### config.mk
export PLATFORM = sky130hd
export DESIGN_NAME = decimal_keypad_encoder_flat
export DESIGN_NICKNAME = d
export VERILOG_FILES = /design/src/rtl/decimal_keypad_encoder_pkg.sv /design/src/rtl/decimal_keypad_encoder_if.sv /design/src/rtl/decimal_keypad_encoder_sync_2ff.sv /design/src/rtl/decimal_keypad_encoder.sv /design/src/flat_wrapper.sv
export SDC_FILE = /design/constraint.sdc
export NUM_CORES = 1
export LEC_CHECK = 0
export ABC_CLOCK_PERIOD_IN_PS = 3290
export CAP_MARGIN = 20
export CORE_MARGIN = 4
export CORE_UTILIZATION = 35
export CTS_BUF_LIST = sky130_fd_sc_hd__clkbuf_2 sky130_fd_sc_hd__clkbuf_4 sky130_fd_sc_hd__clkbuf_8
export DETAILED_ROUTE_END_ITERATION = 6
export HOLD_SLACK_MARGIN = 0.08
export SYNTH_ARGS = -nofsm -noshare
export SYNTH_HDL_FRONTEND = slang
export SYNTH_SLANG_ARGS = --single-unit
### constraint.sdc
create_clock -name clk -period 3.29 [get_ports clk]
set_input_delay 0.329 -clock clk [delete_from_list [all_inputs] [get_ports clk]]
set_output_delay 0.329 -clock clk [all_outputs]
set_load 0.01 [all_outputs]
### src/rtl/decimal_keypad_encoder_pkg.sv
// Shared types and helpers for the decimal keypad encoder.
//   kp_state_t      : FSM state encoding (IDLE/DEBOUNCE/EMIT/RELEASE)
//   BCD_W, KEYS     : code width and number of decimal key lines
//   onehot10_to_bcd : index of the set bit in a one-hot key vector
//   is_onehot10     : true when exactly one key bit is set
package decimal_keypad_pkg;

   localparam int BCD_W = 4;
   localparam int KEYS  = 10;

   typedef enum logic [1:0] {
      IDLE     = 2'd0,
      DEBOUNCE = 2'd1,
      EMIT     = 2'd2,
      RELEASE  = 2'd3
   } kp_state_t;

   // OR of the indices of all set bits; exact for a one-hot input.
   function automatic logic [BCD_W-1:0] onehot10_to_bcd(input logic [KEYS-1:0] oh);
      logic [BCD_W-1:0] r;
      r = '0;
      for (int i = 0; i < KEYS; i++)
         if (oh[i]) r = r | BCD_W'(i);
      return r;
   endfunction

   // Non-zero with no second bit: clearing the lowest set bit leaves zero.
   function automatic logic is_onehot10(input logic [KEYS-1:0] oh);
      return (oh != '0) && ((oh & (oh - KEYS'(1))) == '0);
   endfunction

endpackage

### src/rtl/decimal_keypad_encoder_if.sv
// Keypad/consumer signal bundle for the decimal keypad encoder.
//   enable, key, ready : driven by the keypad/consumer side (master)
//   bcd, valid         : delivered code and its handshake flag (slave)
//   multi_err          : one-cycle pulse on a multi-key press (slave)
interface decimal_keypad_encoder_if;
   import decimal_keypad_pkg::*;

   logic             enable;
   logic [KEYS-1:0]  key;
   logic             ready;
   logic [BCD_W-1:0] bcd;
   logic             valid;
   logic             multi_err;

   modport master (output enable, key, ready, input bcd, valid, multi_err);
   modport slave  (input enable, key, ready, output bcd, valid, multi_err);

endinterface

### src/rtl/decimal_keypad_encoder_sync_2ff.sv
// Width-parameterised two-flop synchroniser, async active-low reset.
//   clk, rst_n : clock and reset
//   d          : asynchronous input bits
//   q          : synchronised output bits (two cycles of latency)
module sync_2ff #(
   parameter int W = 1
) (
   input  logic         clk,
   input  logic         rst_n,
   input  logic [W-1:0] d,
   output logic [W-1:0] q
);

   logic [W-1:0] meta;

   always_ff @(posedge clk or negedge rst_n) begin
      if (!rst_n) begin
         meta <= '0;
         q    <= '0;
      end else begin
         meta <= d;
         q    <= meta;
      end
   end

endmodule

### src/rtl/decimal_keypad_encoder.sv
// Decimal keypad to BCD encoder with debounce and valid/ready delivery.
//   clk, rst_n : clock and async active-low reset
//   kp         : slave side of the keypad interface (enable, key, ready in;
//                bcd, valid, multi_err out)
// A single debounced key press yields exactly one code; the FSM then waits
// for DEBOUNCE_CYCLES all-zero cycles before arming again.
module decimal_keypad_encoder
   import decimal_keypad_pkg::*;
#(
   parameter  int DEBOUNCE_CYCLES = 4,
   localparam int CNT_W           = $clog2(DEBOUNCE_CYCLES + 1)
) (
   input  logic                      clk,
   input  logic                      rst_n,
   decimal_keypad_encoder_if.slave   kp
);

   localparam logic [CNT_W-1:0] CNT_LAST = CNT_W'(DEBOUNCE_CYCLES - 1);

   kp_state_t        state_q, state_d;
   logic [KEYS-1:0]  ksync, kcap_q, kcap_d;
   logic [CNT_W-1:0] cnt_q, cnt_d;
   logic [BCD_W-1:0] bcd_q, bcd_d;
   logic             valid_q, valid_d;
   logic             err_q, err_d;

   logic key_any, key_one, hold_ok, cnt_last;

   sync_2ff #(.W(KEYS)) u_sync (
      .clk   (clk),
      .rst_n (rst_n),
      .d     (kp.key),
      .q     (ksync)
   );

   assign key_any  = (ksync != '0);
   assign key_one  = is_onehot10(ksync);
   assign hold_ok  = (ksync == kcap_q) && kp.enable;
   assign cnt_last = (cnt_q == CNT_LAST);

   // State and datapath registers
   always_ff @(posedge clk or negedge rst_n) begin
      if (!rst_n) begin
         state_q <= IDLE;
         kcap_q  <= '0;
         cnt_q   <= '0;
         bcd_q   <= '0;
         valid_q <= 1'b0;
         err_q   <= 1'b0;
      end else begin
         state_q <= state_d;
         kcap_q  <= kcap_d;
         cnt_q   <= cnt_d;
         bcd_q   <= bcd_d;
         valid_q <= valid_d;
         err_q   <= err_d;
      end
   end

   // Next state
   always_comb begin
      state_d = state_q;
      unique case (state_q)
         IDLE:     if (kp.enable && key_any) state_d = key_one ? DEBOUNCE : RELEASE;
         DEBOUNCE: if (!hold_ok)             state_d = IDLE;
                   else if (cnt_last)        state_d = EMIT;
         // valid is always high here; enable and key are deliberately ignored
         EMIT:     if (kp.ready)             state_d = RELEASE;
         RELEASE:  if (!key_any && cnt_last) state_d = IDLE;
         default:                            state_d = IDLE;
      endcase
   end

   // Datapath / output loads
   always_comb begin
      kcap_d  = kcap_q;
      cnt_d   = cnt_q;
      bcd_d   = bcd_q;
      valid_d = valid_q;
      err_d   = 1'b0;
      unique case (state_q)
         IDLE: if (kp.enable && key_any) begin
            cnt_d = '0;
            if (key_one) kcap_d = ksync;
            else         err_d  = 1'b1;
         end
         DEBOUNCE: if (hold_ok) begin
            if (cnt_last) begin
               bcd_d   = onehot10_to_bcd(kcap_q);
               valid_d = 1'b1;
            end else begin
               cnt_d = cnt_q + CNT_W'(1);
            end
         end
         EMIT: if (kp.ready) begin
            valid_d = 1'b0;
            cnt_d   = '0;
         end
         // Any key activity restarts the release quiet-period count.
         RELEASE: cnt_d = key_any ? '0 : cnt_q + CNT_W'(1);
         default: ;
      endcase
   end

   assign kp.bcd       = bcd_q;
   assign kp.valid     = valid_q;
   assign kp.multi_err = err_q;

endmodule

### src/flat_wrapper.sv
// flat-port wrapper written by rule: the top's interface ports become plain ports
module decimal_keypad_encoder_flat import decimal_keypad_pkg::*;
#(
   parameter  int DEBOUNCE_CYCLES = 4,
   localparam int CNT_W           = $clog2(DEBOUNCE_CYCLES + 1)
)
  (clk, rst_n, kp_enable, kp_key, kp_ready, kp_bcd, kp_valid, kp_multi_err);
  decimal_keypad_encoder_if kp_i ();
  input  logic clk;
  input  logic rst_n;
  input wire logic [$bits(kp_i.enable)-1:0] kp_enable;
  input wire logic [$bits(kp_i.key)-1:0] kp_key;
  input wire logic [$bits(kp_i.ready)-1:0] kp_ready;
  output wire logic [$bits(kp_i.bcd)-1:0] kp_bcd;
  output wire logic [$bits(kp_i.valid)-1:0] kp_valid;
  output wire logic [$bits(kp_i.multi_err)-1:0] kp_multi_err;
  assign kp_i.enable = kp_enable;
  assign kp_i.key = kp_key;
  assign kp_i.ready = kp_ready;
  assign kp_bcd = kp_i.bcd;
  assign kp_valid = kp_i.valid;
  assign kp_multi_err = kp_i.multi_err;
  decimal_keypad_encoder #(.DEBOUNCE_CYCLES(DEBOUNCE_CYCLES)) u_core (.clk(clk), .rst_n(rst_n), .kp(kp_i));
endmodule
Word-level counts from Yosys, hierarchy flattened
Cells that the tools add are included.
{ "op_classes": {"addsub": 2, "n_eq_ne": 12, "muxes": 29, "bitwise_logic": 1, "reduce_logical": 14} }
{ "op_table": {"columns": ["cell", "n"], "rows": [
  ["3-bit two-way mux", 9],
  ["2-bit two-way mux", 8],
  ["3-bit one-hot mux with 4 select lines", 1],
  ["4-bit AND reduction", 3],
  ["10-bit AND", 1],
  ["10-bit == test", 1],
  ["10-bit logical NOT", 1],
  ["10-bit nonzero test", 1],
  ["10-bit by 1-bit subtractor with 10-bit output, second input constant", 1],
  ["4-bit two-way mux", 2],
  ["2-bit by 1-bit != test with 1-bit output, second input constant", 4],
  ["2-bit one-hot mux with 4 select lines", 1],
  ["1-bit two-way mux", 7],
  ["3-bit AND reduction", 2],
  ["2-bit == test, second input constant", 2],
  ["1-bit logical AND", 4],
  ["2-bit != test, second input constant", 2],
  ["3-bit by 1-bit adder with 3-bit output, second input constant", 1],
  ["3-bit by 2-bit == test with 1-bit output, second input constant", 1],
  ["3-bit != test, second input constant", 1],
  ["2-bit by 1-bit == test with 1-bit output, second input constant", 1],
  ["2-bit logical NOT", 1],
  ["1-bit one-hot mux with 2 select lines", 1],
  ["2-bit nonzero test", 1],
  ["1-bit logical NOT", 1]
]} }
{ "totals": {"register_bits": 41, "inputBits": 14, "output_inout_bits": 6, "word_cells": 66} }

Longest topological paths before layout
Gate-level depths: netlist of run 1.
{ "logic_depth": {"word_depth": 9, "ltp_mapped": 6, "ltp_nobuf": 6} }

By module
Synthesis of run 1 repeated with hierarchy kept, for this count alone.
{ "hier_totals": {"cells_unflattened": 125, "area_unflattened_um2": 1656.6} }
{ "by_module_without_submodules": {"columns": ["mod", "instances", "cells_each", "area_per_inst_um2", "seq_area_each_um2"], "rows": [
  ["decimal_keypad_encoder", 1, 105, 1156.1, 525.5],
  ["sync_2ff", 1, 20, 500.5, 500.5]
]} }

Least setup slack after synthesis of run 1
No wires, ideal clock.
{ "synth_path": {"path_type": "register -> register", "start": "register u_core.u_sync.q[1]", "end": "register u_core.kcap_q[0]", "setup_ns": 0.125, "t_arrival_ns": 2.493, "required_time_ns": 3.165, "path_slack_ns": 0.672, "path_stages_with_launch": 5, "n_path_buf": 0, "synth_period_minus_slack_ns": 2.618, "cell_sequence": "dfrtp_1 or4_2 or3_4 a2111oi_4 mux2_2"} }
{ "synth_via": {"elab_chain_len": 5, "elab_cells_between_ends": 7, "classes_between": "add/sub: 1; bitwise: 1; reduce/logical: 5"} }
{ "synth_rtl": {"columns": ["element", "line_no", "rtl"], "rows": [
  ["start: declaration", "decimal_keypad_encoder_sync_2ff.sv:11", "output logic [W-1:0] q"],
  ["start signal: assignment", "decimal_keypad_encoder_sync_2ff.sv:22", "q <= meta;"],
  ["10-bit by 1-bit subtractor with 10-bit output", "decimal_keypad_encoder_pkg.sv:29", "return (oh != '0) && ((oh & (oh - KEYS'(1))) == '0);"],
  ["10-bit AND", "decimal_keypad_encoder_pkg.sv:29", null],
  ["10-bit logical NOT", "decimal_keypad_encoder_pkg.sv:29", null],
  ["1-bit logical AND", "decimal_keypad_encoder_pkg.sv:29", null],
  ["3-bit AND reduction (no line) *", null, null],
  ["end signal: assignment", "decimal_keypad_encoder.sv:52", "kcap_q <= kcap_d;"],
  ["end: declaration", "decimal_keypad_encoder.sv:21", "logic [KEYS-1:0] ksync, kcap_q, kcap_d;"]
]} }
Every way passes the cells marked *; elsewhere a longest branch is shown, timed or not.
A chain may end at the register's enable or synchronous reset.

Worst setup path after layout of run 1
{ "layout_path": {"start": "register u_core.u_sync.q[1]", "end": "register u_core.kcap_q[3]"} }
The elaborated chain is that of the path after synthesis.

==> flow_summary.json, run 1 <==
{
  "outcome": "complete, no violations",
  "powerDensity_nw_per_um2": 478,
  "syn_avg_cell_area_um2": 12.7,
  "die_w_um": 79.0,
  "cp.arrival_ps": 3010,
  "port_buffers": 19,
  "period_needed_ps": 2830,
  "clockRootBuffer": "clkbuf_8",
  "setup_violations": 0,
  "relSlewSlack": 0.408,
  "vias": 1176,
  "fp-row-count": 25,
  "final_util": 0.444,
  "mappedNetlistArea_um2": 1770,
  "wl_per_cell_um": 14.1,
  "endpoint": "u_core.kcap_q[3]",
  "worstMarginPinSlew_ps": 888,
  "routed_wl_um": 3240,
  "ant_nets": 0,
  "areaGrowthSynthToFinish_pct": 21.2,
  "rsz0062_at_grt": "no",
  "grt_antenna_before_repair": 0,
  "min_path_type": "primary input to async pin",
  "period_share": 0.861,
  "reg2reg_setup_slack_ps": 460,
  "synth_cells": 139,
  "htree_levels": 2,
  "io_pins": 20,
  "yosysUniqueCellTypes": 38,
  "post_cts_buffers": 0,
  "cts_sinks": 41,
  "startpoint_type": "flop",
  "ys_seq_area_frac": 0.581,
  "n_antenna_cell": 0,
  "dieArea_um2": 6250,
  "start_util": 0.367,
  "hold_viol_final": 0,
  "drc_errors": 0,
  "crit_fanout": 10,
  "grt_start_max_net_pins": 42,
  "overflow": 0,
  "cts_tree": "yes",
  "fill_cells": 476,
  "core_um2": 4820,
  "clockBufferDepth": 2,
  "r2r_cells": 4,
  "worst-path-stages": 4,
  "tns_ps": 0,
  "multi_input_area_um2": 707,
  "cellLeakagePower_nw": 0.937,
  "fmax_ghz": 0.353,
  "drv_slew": 0,
  "ys_async_sr_fraction": 1.00,
  "skew_ps": 7.33,
  "cp.required_ps": 3470,
  "rr_startpoint": "u_core.u_sync.q[1]",
  "place_hpwl_um": 2360,
  "path_delay_family": "simple AND/OR/NAND/NOR gates",
  "clock_latency_ps": 300,
  "seq_area_um2": 1030,
  "grt_pass1_wl_um": 5720,
  "rr_endpoint": "u_core.kcap_q[3]",
  "slowest_stage": "or4_2",
  "drv_cap": 0,
  "cts.repair.resized": 0,
  "cp.buffers_inverters": 0,
  "worstPathCellList": "or4_2 > or3_4 > a2111oi_4 > mux2_2",
  "firstDrtPassIters": 5,
  "grtUsageTotal": 0.117,
  "crit_start": "u_core.u_sync.q[1]",
  "crit_type": "flop to flop",
  "synth_edf_count": 0,
  "routabilityCongestion": 0.792,
  "irDropWorstVdd_mv": 0.247,
  "first_global_vias": 1171,
  "ys_ff_latch": 41,
  "ys_warn_count": 0,
  "cts-hold-fix-buffers": 0,
  "critical_path.endpoint_type": "flop",
  "clk_pin_slew_worst_paths_ps": 80,
  "avgViaCountPerCell": 5.14,
  "nets": 177,
  "die_h_um": 79.0,
  "drtIter0Drc": 55,
  "drive_gt1_frac": 0.191,
  "ys.flop_type": "dfrtp_1",
  "synth_fp_nets": 155,
  "numCtsBuffers": 5,
  "max_stage_delay_ps": 730
}
## metrics by stage
step	cell area, µm²	power [mW]	setup slack [ps]	hold slack [ps]	cells
2_1_floorplan	1770	0.577	672	33.4	139
3_3_place_gp	2020	0.610	518	332	221
3_5_place_dp	2020	0.612	455	335	221
4_1_cts	2140	1.04	455	189	229
5_1_grt	2140	1.07	341	240	229
6_report	2140	1.02	457	152	229
## cell usage after synthesis (all sizes together), types with 3 or more instances
library cell	instances	area, µm²
and4	3	26.3
clkbuf	4	15.0
dfrtp	41	1030
inv	5	18.8
mux2	13	146
nand2	7	26.3
nor2	9	33.8
nor3	4	20.0
o21ai	3	15.0
or3	3	23.8
or4	3	23.8
xnor2	3	26.3
xor2	7	61.3
## power breakdown
group | internal (mW) | switching (mW) | total (mW)
Combinational | 0.0290 | 0.0299 | 0.0589
Sequential | 0.520 | 0.0225 | 0.543
Clock | 0.247 | 0.176 | 0.422
## metal layers
layer	GRT usage	vias up	part of all wire
met5	0	-	0
met4	0.0464	0	0.017
li1	-	557	-
met3	0.0385	8	0.045
met2	0.186	26	0.49
met1	0.148	585	0.45
## cell type report
type                       count  share of cell area
timing repair buffer          19              0.0865
inverter                       5             0.00877
clock inverter                 2              0.0175
sequential                    41               0.479
tap                           67              0.0392
clock buffer                   6              0.0386
multi-input combinational     89               0.330
## cell usage in the layout (no fill, tap or decap), types with 2 or more instances in the layout
cell type	synthesis	routed
and4_1	3	3
xor2_1	7	7
o211ai_1	2	2
a311o_1	2	2
clkdlybuf4s50_1	0	18
dfrtp_1	41	41
nor3_1	4	4
nor2_1	9	9
nand2_1	7	7
maj3_1	2	2
and3_1	2	2
or3_1	2	2
o21ai_0	3	3
a31o_2	2	2
mux2_2	13	13
nand3_1	2	2
or4_1	2	2
nor4_1	2	2
ha_1	2	2
o41ai_1	2	2
clkbuf_8	0	6
nand4b_1	2	2
inv_1	5	5
xnor2_1	3	3
o21ba_2	2	2
## cells by family after synthesis
logic type                 synth area share
buffers and inverters                0.0191
DFF                                   0.581
xor gates and xnor gates             0.0496
and+or+nand+nor                       0.121
AOI/OAI and AO/OA                     0.115
adders and majority gates            0.0255
muxes                                0.0885
## state kept, by name, indices dropped and copies added, names as in the netlist
signal,flops
u_core.cnt_q,3
u_core.kcap_q,10
u_core.kp.bcd,4
u_core.kp.multi_err,1
u_core.kp.valid,1
u_core.state_q,2
u_core.u_sync.meta,10
u_core.u_sync.q,10
## worst min path at each step
| stage | endpoint | depth (start not counted) | slack (ps) |
|---|---|---|---|
| after floorplan | u_core.cnt_q[0] | 0 | 30 |
| after global placement | u_core.u_sync.q[4] | 0 | 330 |
| after detailed placement | u_core.u_sync.q[7] | 0 | 330 |
| after CTS | u_core.state_q[0] | 1 | 190 |
| after global routing | u_core.u_sync.q[4] | 1 | 240 |
| final | u_core.u_sync.meta[2] | 1 | 150 |
Note: power is estimated with default switching activity, not from simulation.
==> inputs of run 2 (changes only) <==
--- a/config.mk
+++ b/config.mk
@@ -9,9 +9,10 @@
 export CAP_MARGIN = 20
 export CORE_MARGIN = 4
 export CORE_UTILIZATION = 35
-export CTS_BUF_LIST = sky130_fd_sc_hd__clkbuf_2 sky130_fd_sc_hd__clkbuf_4 sky130_fd_sc_hd__clkbuf_8
 export DETAILED_ROUTE_END_ITERATION = 6
 export HOLD_SLACK_MARGIN = 0.08
+export MAX_ROUTING_LAYER = met4
 export SYNTH_ARGS = -nofsm -noshare
 export SYNTH_HDL_FRONTEND = slang
+export SYNTH_HIERARCHICAL = 1
 export SYNTH_SLANG_ARGS = --single-unit
==> run 2 against run 1 <==
  * Clock-buffer cell count unchanged
  * Critical endpoint is now u_core/kcap_q[5]
  * Core utilization down 0.15 points
  * Synthesized cell count down 10%
  * Worst hold slack better by 6.4 ps
  * Sequential share of layout area up 3.8 points
  * Critical path type unchanged
  * Sequential cell count unchanged
==> flow_summary.json, run 2 <==
{
  "die_w_um": 76.8,
  "period_needed_ps": 2790,
  "synth_common_cells": "dfrtp_1, mux2_2, xnor2_1",
  "ys_top_cells_by_area": "dfrtp_1, mux2_2, xnor2_1",
  "fp-row-count": 24,
  "hold_ws_ps": 159,
  "numCtsBuffers": 5,
  "routabilityCongestion": 0.807,
  "seq_area_um2": 1030,
  "cp.arrival_ps": 2960,
  "htree_levels": 2,
  "clockPowerShare": 0.359,
  "startpoint_type": "flop",
  "nets": 164,
  "postLayoutCellArea_um2": 1980,
  "rsz0062_at_grt": "no",
  "drive_gt1_frac": 0.154,
  "cp.required_ps": 3470,
  "drc_errors": 0,
  "critical_path.endpoint_type": "flop",
  "routed_wl_um": 2820,
  "setup_violations": 0,
  "fill_cells": 416,
  "worstMarginPinSlew_ps": 881,
  "p_switching_mw": 0.198,
  "ys_warn_count": 6,
  "min_path_type": "primary input to async pin",
  "multi_input_area_um2": 599,
  "grtUsageTotal": 0.109,
  "areaGrowthSynthToFinish_pct": 19.6,
  "largestRegisters": "u_core/kcap_q: 10 flops, u_core/u_sync/meta: 10 flops, u_core/u_sync/q: 10 flops",
  "cts_tree": "yes",
  "synth_top_area_frac": 0.619,
  "cts-hold-fix-buffers": 0,
  "io_pins": 20,
  "powerDensity_nw_per_um2": 446,
  "sw_frac_of_total": 0.224,
  "drv_cap": 0,
  "grt_pass1_wl_um": 4950,
  "ys.flop_type": "dfrtp_1",
  "n_antenna_cell": 0,
  "die_h_um": 76.8,
  "place_hpwl_um": 2000,
  "final_cell_mix": "dfrtp_1, clkdlybuf4s50_1, mux2_2",
  "pwr-share-seq": 0.598,
  "crit_type": "flop to flop",
  "synth_cells": 125,
  "ys_ff_latch": 41,
  "overflow": 0,
  "wl_per_cell_um": 14.0,
  "rr_endpoint": "u_core/kcap_q[5]",
  "internal-power_mw": 0.685,
  "tns_ps": 0,
  "avgViaCountPerCell": 5.41,
  "fmax_ghz": 0.359,
  "clock_latency_ps": 290,
  "combinationalPowerShare": 0.043,
  "core_um2": 4470,
  "ys_async_sr_fraction": 1.00,
  "finalPower_mw": 0.883,
  "reg2reg_setup_slack_ps": 500,
  "firstDrtPassIters": 4,
  "mappedNetlistArea_um2": 1660,
  "crit_fanout": 10,
  "first_global_vias": 1105,
  "clk_pin_slew_worst_paths_ps": 70,
  "yosysUniqueCellTypes": 34,
  "grt_start_max_net_pins": 42,
  "ys_seq_area_frac": 0.619,
  "rr_startpoint": "u_core/u_sync/q[1]",
  "cts.repair.resized": 0,
  "post_cts_buffers": 0,
  "period_share": 0.847,
  "skew_ps": 3.78,
  "synth_fp_nets": 141,
  "relSlewSlack": 0.413,
  "port_buffers": 19,
  "cts_sinks": 41,
  "start_util": 0.370,
  "outcome": "complete, no violations",
  "irDropWorstVdd_mv": 0.265,
  "hold_viol_final": 0,
  "dieArea_um2": 5900,
  "syn_avg_cell_area_um2": 13.3,
  "vias": 1088,
  "synth_edf_count": 0,
  "grt_antenna_before_repair": 0,
  "cellLeakagePower_nw": 0.882,
  "synth_most_common_cell": "dfrtp_1",
  "ant_nets": 0,
  "r2r_cells": 5,
  "drtIter0Drc": 98,
  "post-synth-top-area-cell": "dfrtp_1",
  "clockRootBuffer": "clkbuf_8",
  "clockBufferDepth": 2,
  "place_area_um2": 1890,
  "drv_slew": 0,
  "final_common_cell": "dfrtp_1"
}
-- run 2: cell types whose count changed after synthesis, sizes merged, moves of 3 or more --
cell and delta:
nand2 -3, nor2 -3, xor2 -7, xnor2 +7, and4 -3
-- run 2: cell type report --
class	count	share of cell area
clock buffer	6	0.0366
clock inverter	2	0.00758
tap	52	0.0328
multi-input combinational	76	0.302
timing repair buffer	19	0.0934
inverter	5	0.00947
sequential	41	0.518
-- run 2: per-stage QoR --
step                setup WS, ps  cells  utilization
floorplan                    803    125            -
detailed placement           545    193        0.423
CTS                          537    201        0.443
global placement             644    193        0.423
global route                 371    201        0.443
finish                       503    201        0.443
-- run 2: kinds of logic (layout without fill, tap and decap cells) --
kind of cell	count (synthesis)	count (layout)	synth area share
xor gates and xnor gates	10	10	0.0529
DFF	41	41	0.619
AOI/OAI and AO/OA	19	19	0.0876
buffers and inverters	8	32	0.0189
muxes	15	15	0.100
adders and majority gates	3	3	0.0211
and+or+nand+nor	29	29	0.0997
-- run 2: worst max-delay path by stage --
stage / start / endpoint / slack [ps] / cells past startpoint
floorplan: u_core/u_sync/q[1] / u_core/kcap_q[0] / 800 / 6
global placement: u_core/u_sync/q[1] / u_core/kcap_q[2] / 640 / 5
detailed placement: u_core/u_sync/q[1] / u_core/kcap_q[5] / 550 / 5
CTS: u_core/u_sync/q[1] / u_core/kcap_q[5] / 540 / 5
global route: u_core/u_sync/q[1] / u_core/kcap_q[9] / 370 / 5
finish: u_core/u_sync/q[1] / u_core/kcap_q[5] / 500 / 5
-- run 2: power groups by stage --
stage	registers [mW]	clock network, mW	logic, mW
floorplan	0.534	0	0.0124
global placement	0.537	0	0.0382
detailed placement	0.538	0	0.0388
CTS	0.528	0.332	0.0390
global route	0.530	0.353	0.0430
finish	0.528	0.317	0.0380
-- run 2: critical path: stages (launching register included) --
cell and delay (ps):
dfrtp_1 420, or4_1 690, a2111oi_0 470, o32ai_1 200, nor3_4 500, mux2_2 390
-- run 2: per-layer routing --
| metal | up-vias | global-route usage | wire, µm |
|---|---|---|---|
| met5 | - | - | 0 |
| li1 | 505 | - | - |
| met2 | 45 | 0.168 | 1320 |
| met1 | 529 | 0.124 | 1210 |
| met4 | 0 | 0.0616 | 66 |
| met3 | 9 | 0.0375 | 219 |
==> patch: new RTL, flow settings as in run 2 <==
`BCD_W`: 4 -> 3.
--- a/src/rtl/decimal_keypad_encoder_pkg.sv
+++ b/src/rtl/decimal_keypad_encoder_pkg.sv
@@ -6,5 +6,5 @@
 package decimal_keypad_pkg;
 
-   localparam int BCD_W = 4;
+   localparam int BCD_W = 3;
    localparam int KEYS  = 10;
 
Ports: changed (resized kp_bcd); port bits go from 20 to 19. No check against the original RTL was run, so the function may have changed too.
==> patch against run 2 <==
Wire length up 10%. Sequential share of layout area decreased by 3.3 points. Design area rose by 4.3%. Synthesized cell count increased by 13%. Critical endpoint is now u_core/kcap_q[2]. Via count up 9.1%. Area after synthesis increased by 2.9%. Utilization is 0.53 points lower. Non-clock buffer count fell by 1. Sequential cell count shrank 1. Setup slack gained 140 ps.
Power is not compared: it rests on default switching activity, and its combinational part moved more than twofold at a synthesized area within 25%.
==> patch: results <==
group,metric,value,unit
detailed_routing,routedLengthMet1,1360,um
synth,fraction_of_the_mapped_netlist_area_in_compound_gates,0.0874,
place,placedCellCount,223,
synth,top_cells_by_area_synth,"dfrtp_1 (59%), mux2_2 (8.6%), xnor2_1 (5.1%)",
global_routing,track_usage,0.112,
detailed_routing,detailroute.wirelength.met3,162,um
place,portBuffers,18,
global_routing,grtUsageMet1,0.122,
critical_path,crit_arrival,2820,ps
global_routing,wire_length_of_the_first_global_routing_pass,5200,um
synth,yosys.cell_types.count,31,
place,globalplace.congestion,0.855,
detailed_routing,route.detailed.wl_per_inst,13.5,um
sta,timing_worst_slew_pin_value,838,ps
detailed_routing,drt_iter0_drc,56,
synth,post_synth_most_frequent_cells,"dfrtp_1 (40), mux2_2 (13), nand2_1 (10), xnor2_1 (10), nor2_1 (9)",
synth,synth_area_per_cell,12.1,um^2
global_routing,largest_net_degree_at_the_start_of_global_routing,41,
global_routing,globalRouteMet3Util,0.0336,
finish,nNetsFinal,179,
critical_path,critical-path-max-stage-delay,560,ps
finish,num-fill-cells,439,
detailed_routing,wl_met2,1550,um
outcome,outcome,"finished, final reports clean",
critical_path,r2r-start,"u_core/u_sync/q[0]",
sta,clock-skew-final,6.42,ps
place,dp.final_hpwl,2290,um
synth,synth_xor_area_frac,0.0514,
synth,synth.mux.area_fraction,0.0918,
## patch: cell types whose count changed in the layout (fill, tap and decap cells not counted), moves of 3 or more
cell | before | now
nand2_1 | 4 | 10
nand3_1 | 1 | 6
nand4_1 | 2 | 5
nor2_1 | 6 | 9
## patch: path summary, 6_finish.rpt
| kind | endpoint | slack [ps] | cells after the start |
|---|---|---|---|
| min | u_core/cnt_q[0] | 130 | 1 |
| min in group clk | u_core/u_sync/q[1] | 340 | 0 |
| max in group asynchronous | u_core/u_sync/q[2] | 2630 | 1 |
| min reg2reg | u_core/u_sync/q[1] | 340 | 0 |
| max reg2reg | u_core/kcap_q[2] | 650 | 5 |
| max | u_core/kcap_q[2] | 650 | 5 |
## patch: cell families (layout without fill, tap and decap cells)
family / count (synthesis) / in the layout
AND/OR/NAND/NOR: 45 / 45
AO/OA/AOI/OAI: 21 / 21
adder cells (fa/ha/maj): 3 / 3
flip-flops: 40 / 40
XOR/XNOR: 10 / 10
buffers and inverters: 8 / 31
multiplexers: 14 / 14
## patch: cell type report
cell class / count / share of cell area
Clock buffer: 5 / 0.0333
Clock inverter: 3 / 0.0224
Inverter: 5 / 0.00908
Multi-Input combinational cell: 93 / 0.326
Sequential cell: 40 / 0.484
Tap cell: 67 / 0.0406
Timing Repair Buffer: 18 / 0.0847
## patch: per-stage QoR
| step | total power, W | setup slack, ps | util | hold slack (ps) | instance area, um^2 |
|---|---|---|---|---|---|
| floorplan | 0.000665 | 892 | - | 33.4 | 1700 |
| global placement | 0.000715 | 755 | 0.413 | 332 | 1950 |
| detailed placement | 0.000720 | 656 | 0.413 | 335 | 1950 |
| CTS | 0.00113 | 642 | 0.438 | 166 | 2070 |
| global route | 0.00118 | 521 | 0.438 | 215 | 2070 |
| finish | 0.00112 | 645 | 0.438 | 132 | 2070 |
